[src/rtl/uart_rx_fifo_pkg.sv]
// Shared definitions for the UART receive path: character width, FIFO
// sizing defaults and the serial framing constants used by the receiver.
package uart_rx_fifo_pkg;

    localparam int DATA_WIDTH_DEF = 8;
    localparam int DEPTH_LOG2_DEF = 4;

    // Line levels of the start and stop bits of a UART frame.
    typedef enum logic {
        FRAME_START_BIT = 1'b0,
        FRAME_STOP_BIT  = 1'b1
    } frame_bit_e;

    // Default clocks-per-bit divisor of the receiver (50 MHz / 115200).
    localparam int BAUDS_DEF = 434;

    // Number of entries held by a FIFO of the given log2 depth.
    function automatic int fifo_depth(input int depth_log2);
        return 1 << depth_log2;
    endfunction

endpackage

[src/rtl/uart_rx_edge_detect.sv]
// Rising-edge detector for the receiver's new-data-ready level. The history
// register resets to 1 so a level already high at reset release is not
// mistaken for a fresh byte.
module uart_rx_edge_detect (
    input  logic clk,
    input  logic rst,
    input  logic i_level,
    output logic o_rise
);

    logic nrd_prev_q;
    logic nrd_prev_d;

    // Next history value is simply the current level; the pulse is high for
    // exactly the one cycle where the level goes from low to high.
    always_comb begin
        nrd_prev_d = i_level;
        o_rise     = i_level & ~nrd_prev_q;
    end

    // Remember the level seen on the previous edge.
    always_ff @(posedge clk) begin
        if (rst) begin
            nrd_prev_q <= 1'b1;
        end else begin
            nrd_prev_q <= nrd_prev_d;
        end
    end

endmodule

[src/rtl/uart_rx_fifo.sv]
// First-word-fall-through byte queue behind the UART receiver. One write per
// rising edge of I_NrD, drained with a valid/ready handshake, and a sticky
// overrun flag for bytes dropped while the queue is full.
module uart_rx_fifo
    import uart_rx_fifo_pkg::*;
#(
    parameter int DATA_WIDTH = DATA_WIDTH_DEF,
    parameter int DEPTH_LOG2 = DEPTH_LOG2_DEF
) (
    input  logic                  clk,
    input  logic                  rst,
    input  logic [DATA_WIDTH-1:0] I_DATA,
    input  logic                  I_NrD,
    output logic [DATA_WIDTH-1:0] O_DATA,
    output logic                  O_VALID,
    input  logic                  I_READY,
    output logic [DEPTH_LOG2:0]   O_COUNT,
    output logic                  O_FULL,
    output logic                  O_EMPTY,
    output logic                  O_OVERRUN,
    input  logic                  I_CLR_OVR
);

    localparam int DEPTH = fifo_depth(DEPTH_LOG2);
    localparam logic [DEPTH_LOG2:0] FULL_COUNT = DEPTH[DEPTH_LOG2:0];

    logic [DATA_WIDTH-1:0] mem_q [DEPTH];

    logic [DEPTH_LOG2-1:0] wr_ptr_q, wr_ptr_d;
    logic [DEPTH_LOG2-1:0] rd_ptr_q, rd_ptr_d;
    logic [DEPTH_LOG2:0]   count_q, count_d;
    logic                  overrun_q, overrun_d;

    logic wr_req;
    logic rd_fire;
    logic wr_accept;
    logic wr_drop;
    logic full;
    logic empty;

    uart_rx_edge_detect u_edge (
        .clk     (clk),
        .rst     (rst),
        .i_level (I_NrD),
        .o_rise  (wr_req)
    );

    // Status from the occupancy count; a full queue still accepts a byte when
    // a read frees a slot on the same edge.
    always_comb begin
        empty     = (count_q == '0);
        full      = (count_q == FULL_COUNT);
        rd_fire   = ~empty & I_READY;
        wr_accept = wr_req & (~full | rd_fire);
        wr_drop   = wr_req & full & ~rd_fire;
    end

    // Pointer, count and overrun updates; a dropped byte sets the flag with
    // priority over a clear arriving on the same edge.
    always_comb begin
        wr_ptr_d  = wr_ptr_q;
        rd_ptr_d  = rd_ptr_q;
        count_d   = count_q;
        overrun_d = overrun_q;
        if (wr_accept) begin
            wr_ptr_d = wr_ptr_q + 1'b1;
        end
        if (rd_fire) begin
            rd_ptr_d = rd_ptr_q + 1'b1;
        end
        case ({wr_accept, rd_fire})
            2'b10:   count_d = count_q + 1'b1;
            2'b01:   count_d = count_q - 1'b1;
            default: count_d = count_q;
        endcase
        if (wr_drop) begin
            overrun_d = 1'b1;
        end else if (I_CLR_OVR) begin
            overrun_d = 1'b0;
        end
    end

    // Control state; reset discards every stored byte and ignores the edge.
    always_ff @(posedge clk) begin
        if (rst) begin
            wr_ptr_q  <= '0;
            rd_ptr_q  <= '0;
            count_q   <= '0;
            overrun_q <= 1'b0;
        end else begin
            wr_ptr_q  <= wr_ptr_d;
            rd_ptr_q  <= rd_ptr_d;
            count_q   <= count_d;
            overrun_q <= overrun_d;
        end
    end

    // Storage array is never cleared; only accepted bytes are written.
    always_ff @(posedge clk) begin
        if (!rst && wr_accept) begin
            mem_q[wr_ptr_q] <= I_DATA;
        end
    end

    assign O_DATA    = mem_q[rd_ptr_q];
    assign O_VALID   = ~empty;
    assign O_EMPTY   = empty;
    assign O_FULL    = full;
    assign O_COUNT   = count_q;
    assign O_OVERRUN = overrun_q;

endmodule

[config.mk]
export PLATFORM = sky130hd
export DESIGN_NAME = uart_rx_fifo
export DESIGN_NICKNAME = d
export VERILOG_FILES = /design/src/rtl/uart_rx_fifo_pkg.sv /design/src/rtl/uart_rx_edge_detect.sv /design/src/rtl/uart_rx_fifo.sv
export SDC_FILE = /design/constraint.sdc
export NUM_CORES = 1
export LEC_CHECK = 0
export CORE_ASPECT_RATIO = 0.8
export CORE_MARGIN = 2
export CORE_UTILIZATION = 55
export CTS_CLUSTER_DIAMETER = 120
export DETAILED_ROUTE_END_ITERATION = 12
export GPL_ROUTABILITY_DRIVEN = 1
export PLACE_DENSITY_LB_ADDON = 0.05
export SYNTH_ARGS = -nofsm -noshare
export SYNTH_HDL_FRONTEND = slang
export SYNTH_SLANG_ARGS = --single-unit
[constraint.sdc]
create_clock -name clk -period 3.2 [get_ports clk]
set_input_delay 0.96 -clock clk [delete_from_list [all_inputs] [get_ports clk]]
set_output_delay 0.96 -clock clk [all_outputs]
set_load 0.1 [all_outputs]
=== Yosys cells after proc, flatten, opt, wreduce, memory -nomap -nowiden ===
Memories as Yosys holds them, arrays and structs flattened. A register that Yosys moved wholly into a read port is not among the register bits.
Index checks and enable logic that the tools add are counted.

* $add $sub $neg: 4
* Equal/unequal tests: 3
* Muxes and demuxes: 7
* Bitwise gates (word level): 10
* Reductions and logical operators: 5

{| class="wikitable"
|+ Operator list
! operator !! number
|-
| $pmux W5 S2 || 1
|-
| $add A4 B1 Y4 const B || 2
|-
| $mux W4 || 2
|-
| $add A5 B1 Y5 const B || 1
|-
| $and A1 B1 Y1 || 5
|-
| $eq A5 B5 Y1 const B || 1
|-
| $logic_not A5 Y1 || 1
|-
| $sub A5 B1 Y5 const B || 1
|-
| $mux W1 || 4
|-
| $not A1 Y1 || 4
|-
| $reduce_bool A2 Y1 || 2
|-
| $eq A2 B1 Y1 const B || 1
|-
| $eq A2 B2 Y1 const B || 1
|-
| $logic_and A1 B1 Y1 || 1
|-
| $logic_not A1 Y1 || 1
|-
| $or A1 B1 Y1 || 1
|}

* Bits in registers: 15
* RAM bits: 128
* Input port bits: 13
* Output and inout bits: 17
* Logic and storage cells: 35
* Memories: 1

{| class="wikitable"
|+ Memory list
! name !! depth !! bits a word !! rd ports !! clocked after Yosys merged registers in !! wr ports !! line !! RTL
|-
| mem_q || 16 || 8 || 1 || 1 || 1 || uart_rx_fifo.sv:27 || <nowiki>logic [DATA_WIDTH-1:0] mem_q [DEPTH];</nowiki>
|}

=== Depth between registers and ports, before layout ===
* Depth in word-level cells: 8
* Mapped depth: 9
* Gate-level depth less buffers: 8

=== By module ===
From an unflattened synthesis, not the netlist that was laid out.

* Cell total of the unflattened synthesis: 335
* Area total of the unflattened synthesis: 5909.4 um^2

{| class="wikitable"
|+ Modules (own cells, without submodules)
! module !! times used !! cells each !! area each (um^2) !! seq. area each (um^2)
|-
| uart_rx_fifo || 1 || 332 || 5876.9 || 4204.0
|-
| uart_rx_edge_detect || 1 || 3 || 32.5 || 20.0
|}

=== Least setup slack after synthesis ===
OpenSTA, ideal clock, no wires.

* Path kind: register -> output
* Start: register count_q[4] (netlist: O_COUNT[4])
* End: output O_EMPTY
* Arrival: 2.815 ns
* Data required time: 2.240 ns
* Path slack: -0.575 ns
* Stages on the path, launching flop included: 4
* Cells stage by stage: dfxtp_1 buf_2 nand2b_1 inv_1

* Cells in the longest elaborated chain, start to end: 1

{| class="wikitable"
|+ Ends and longest elaborated chain
! what !! line !! RTL
|-
| from (decl) || uart_rx_fifo.sv:31 || <nowiki>logic [DEPTH_LOG2:0] count_q, count_d;</nowiki>
|-
| from (signal assigned) || uart_rx_fifo.sv:93 || <nowiki>count_q <= count_d;</nowiki>
|-
| $logic_not A5 Y1 || uart_rx_fifo.sv:51 || <nowiki>empty = (count_q == '0);</nowiki>
|-
| to (decl) || uart_rx_fifo.sv:19 || <nowiki>output logic O_EMPTY,</nowiki>
|}

Every way passes these cells.

==> metrics.md <==
| Metric | Value |
|---|---|
| Outcome | `finished, final reports clean` |
| Clock power frac | `31.3%` |
| Die extent in x | `120.4 µm` |
| Met3 wire len | `1012 µm` |
| Area of the multi-input gates | `1653 µm²` |
| Peak VDD IR | `0.9806 mV` |
| 1st-pass router iterations | `4` |
| Worst path most repeated cell | `buf_12` |
| Initial antenna violation count | `0` |
| Clock buffer count from CTS | `17` |
| Final cell count without fillers | `530` |
| Port Buffer Count | `29` |
| Critical path arrival | `2.17 ns` |
| EDFF count, synth | `128` |
| Tmin final | `3.127 ns` |
| N_diodes | `0` |
| Final wirelength | `12,350 µm` |
| Syn avg cell area | `18.07 µm²` |
| First-pass GRT wire length | `18,950 µm` |
| Comb power frac | `34.9%` |
| Slew @ Worst Pin | `0.9502 ns` |
| Hold path start | `O_OVERRUN$_SDFFE_PP0P_` |
| Hold Vio Cnt, Final | `0` |
| Register area share after synthesis | `70.85%` |
| Highest metal used | `met4` |
| Fin crit share | `97.73%` |
| Main synth FF type | `edfxtp_1` |
| Crit path max fanout | `8` |
| Via Count | `3,111` |
| Post-route ant nets | `0` |
| DR vias/cell | `5.870` |
| Pre-CTS setup slack | `0.01739 ns` |
| Cells after Synth | `330` |
| GRT overflow | `0` |
| Flop pwr share | `33.8%` |
| Synth warn | `0` |
| Die ar. | `11,690 µm²` |
| Leak pwr | `0.002496 µW` |
| Die Ht | `97.13 µm` |
| Worst Path Buf+Inv | `2` |
| Routability-driven placement congestion ratio | `0.7508` |
| Wire per inst | `23.30 µm` |
| Clock Latency Late Sink | `0.41 ns` |
| I/O pin cnt | `30` |
| R2r endpoint | `O_COUNT[4]$_SDFFE_PP0P_` |
| Hold Path Cell Cnt | `2` |
| Commonest cells after routing, fill and taps aside | `edfxtp_1, mux4_2, clkbuf_16` |
| Sink Count | `147` |
| Nets | `399` |
| Max Root-Sink Buffers | `2` |
| Crit end category | `primary output` |
| Worst hold path type | `flop to flop` |
| Worst Skew | `0.006013 ns` |
| 1st-iter DRT viols | `324` |
| Ratio of cells with drive above 1 in the final layout | `28.46%` |
| Internal | `4379 µW` |
| Clk root buf | `clkbuf_16` |
| Clk pin slew, worst setup/hold paths | `0.06 ns` |
| Reg area | `4233 µm²` |
| Crit-path cells | `buf_12 -> mux4_2 -> a22oi_1 -> nand2_2 -> buf_12` |
| Vias in the first global route | `3,244` |
| Max-cap violation count | `0` |
| Setup TNS Final | `0 ns` |
| Sw Ratio | `34.21%` |
| Initial Utilization | `57.30%` |
| Overall routing resource usage | `22.80%` |
| Placed cell count | `496` |
| Setup slack, reg-to-reg | `0.59 ns` |
| Row Count | `33` |
| Cell family with most CP delay | `multiplexers` |
| Post-synthesis cell type count | `43` |
| Max Transition Viols Final | `0` |
| Crit path depth | `5` |
| Fmax | `0.3198 GHz` |
| RSZ-0062 raised after global routing | `false` |
| Placed wire-length estimate | `7723 µm` |
| CTS tree | `built` |
| Final setup violation count | `0` |
| Final WS setup | `0.07263 ns` |
| Slew margin rel. | `36.53%` |
| Met2 wire len | `5911 µm` |
| Power density cells | `915.4 nW/µm²` |
| Core area | `10,410 µm²` |
| Net Sw Power | `2277 µW` |
| Largest net degree at the start of global routing | `33` |
| End of the critical path | `O_DATA[6]` |
| Syn Nets | `352` |
| WL met1 | `5366 µm` |
| Post-route DRC | `0` |
| Commonest non-fill, non-tap cell in the layout | `edfxtp_1` |
| #FFs+latches synth | `147` |
| Htree depth | `4` |
| Layout area overhead | `21.97%` |
| Setup crit start kind | `flop` |
| Post-synthesis cell area | `5962 µm²` |
| Critical Path Max Stage Delay | `0.54 ns` |
| Worst setup path category | `flop to primary output` |
| Number of cells on the worst reg-to-reg path | `8` |
| Ys async rst share | `0%` |
| Req. time, crit path | `2.24 ns` |
| Post-CTS Setup Inserts | `0` |
| CP max-delay cell | `mux4_2` |
| FF-to-FF Start | `O_COUNT[0]$_SDFFE_PP0P_` |
| Fillers | `693` |
-- cell usage after synthesis (2+ instances only) --
| master | number | area share (%) |
|---|---|---|
| nor3b_1 | 4 | 0.50 |
| a21oi_1 | 2 | 0.17 |
| xor2_1 | 5 | 0.73 |
| and2_1 | 2 | 0.21 |
| mux2i_1 | 3 | 0.50 |
| nand2_1 | 10 | 0.63 |
| nand2b_1 | 4 | 0.42 |
| dfxtp_1 | 19 | 6.4 |
| inv_1 | 7 | 0.44 |
| and3_1 | 15 | 1.6 |
| edfxtp_1 | 128 | 64 |
| a2111oi_0 | 2 | 0.29 |
| a22oi_1 | 16 | 2.0 |
| buf_1 | 3 | 0.19 |
| mux4_2 | 32 | 12 |
| nor2b_1 | 8 | 0.84 |
| nand4b_1 | 2 | 0.29 |
| xnor2_1 | 2 | 0.29 |
| a211oi_1 | 2 | 0.25 |
| ha_1 | 8 | 1.7 |
| buf_2 | 6 | 0.50 |
| nor3_1 | 3 | 0.25 |
| or2_2 | 2 | 0.21 |
| nor2_1 | 16 | 1.0 |
| o211ai_1 | 4 | 0.50 |
| clkbuf_1 | 8 | 0.50 |
-- cell families (layout without fill, tap and decap cells) --
group	after synthesis	count (layout)	synth area share, %
muxes	36	36	12.84
and+or+nand+nor	72	72	6.947
adders and majority gates	9	9	2.015
DFF	147	147	70.85
xor gates and xnor gates	7	7	1.028
buffers and inverters	24	84	1.637
AOI/OAI and AO/OA	35	35	4.680
-- how the worst min path moves through the flow --
stage and endpoint:
4_1_cts O_OVERRUN$_SDFFE_PP0P_, 6_report O_OVERRUN$_SDFFE_PP0P_, 3_3_place_gp O_OVERRUN$_SDFFE_PP0P_, 2_1_floorplan flop
3_5_place_dp O_OVERRUN$_SDFFE_PP0P_, 5_1_grt O_OVERRUN$_SDFFE_PP0P_
-- what timing repair did --
action | 4_1_cts | 5_1_grt
setup endpoints to repair | 2 | 8
gates resized for setup | 0 | 5
gates cloned | 1 | 1
pin swaps | 0 | 0
hold buffers | 0 | 0
hold endpoints to repair | 0 | 0
-- state kept, by name, summed over array words and instances, names as in the netlist, named ones only --
| signal | count |
|---|---|
| wr_ptr_q | 4 |
| O_OVERRUN | 1 |
| O_COUNT | 5 |
| rd_ptr_q | 4 |
| u_edge.nrd_prev_q | 1 |
| mem_q | 128 |
-- per-layer routing --
layer / up-vias / global-route usage [%]
met1: 1567 / 33.36
met2: 117 / 34.12
met3: 6 / 6.103
met5: - / 0
li1: 1421 / -
met4: 0 / 6.887
-- worst register-to-register path: cells and delay by family (launching register included) --
family / cells / cell delay, ns
buffers and inverters: 1 / 0.12
AND/OR/NAND/NOR: 2 / 0.70
adder cells (fa/ha/maj): 1 / 0.35
flip-flops: 1 / 0.35
AO/OA/AOI/OAI: 4 / 0.95
-- power groups by stage --
stage	Sequential, µW	Combinational [µW]	Clock, µW
6_report	2250	2320	2080
3_5_place_dp	2270	2260	0
5_1_grt	2260	2450	2190
4_1_cts	2240	2310	2110
2_1_floorplan	2460	1460	0
3_3_place_gp	2270	2230	0
-- area by class of cell --
class / count / share of cell area [%]
inverters: 7 / 0.4129
clock inverters: 4 / 0.6538
multi-input cells: 159 / 22.73
flip-flops and latches: 147 / 58.21
repair buffers: 45 / 7.295
clock buffers: 28 / 8.293
well taps: 140 / 2.409
-- stage by stage --
step	power [µW]	util [%]	hold slack [ns]	area, µm²
after floorplan	3921	-	0.4847	5973
after global placement	4503	63.01	0.4731	6556
after detailed placement	4526	63.01	0.4969	6556
after CTS	6658	69.58	0.5118	7239
after global routing	6902	69.89	0.5403	7272
final	6657	69.89	0.4993	7272
Note: power is estimated with default switching activity, not from simulation.
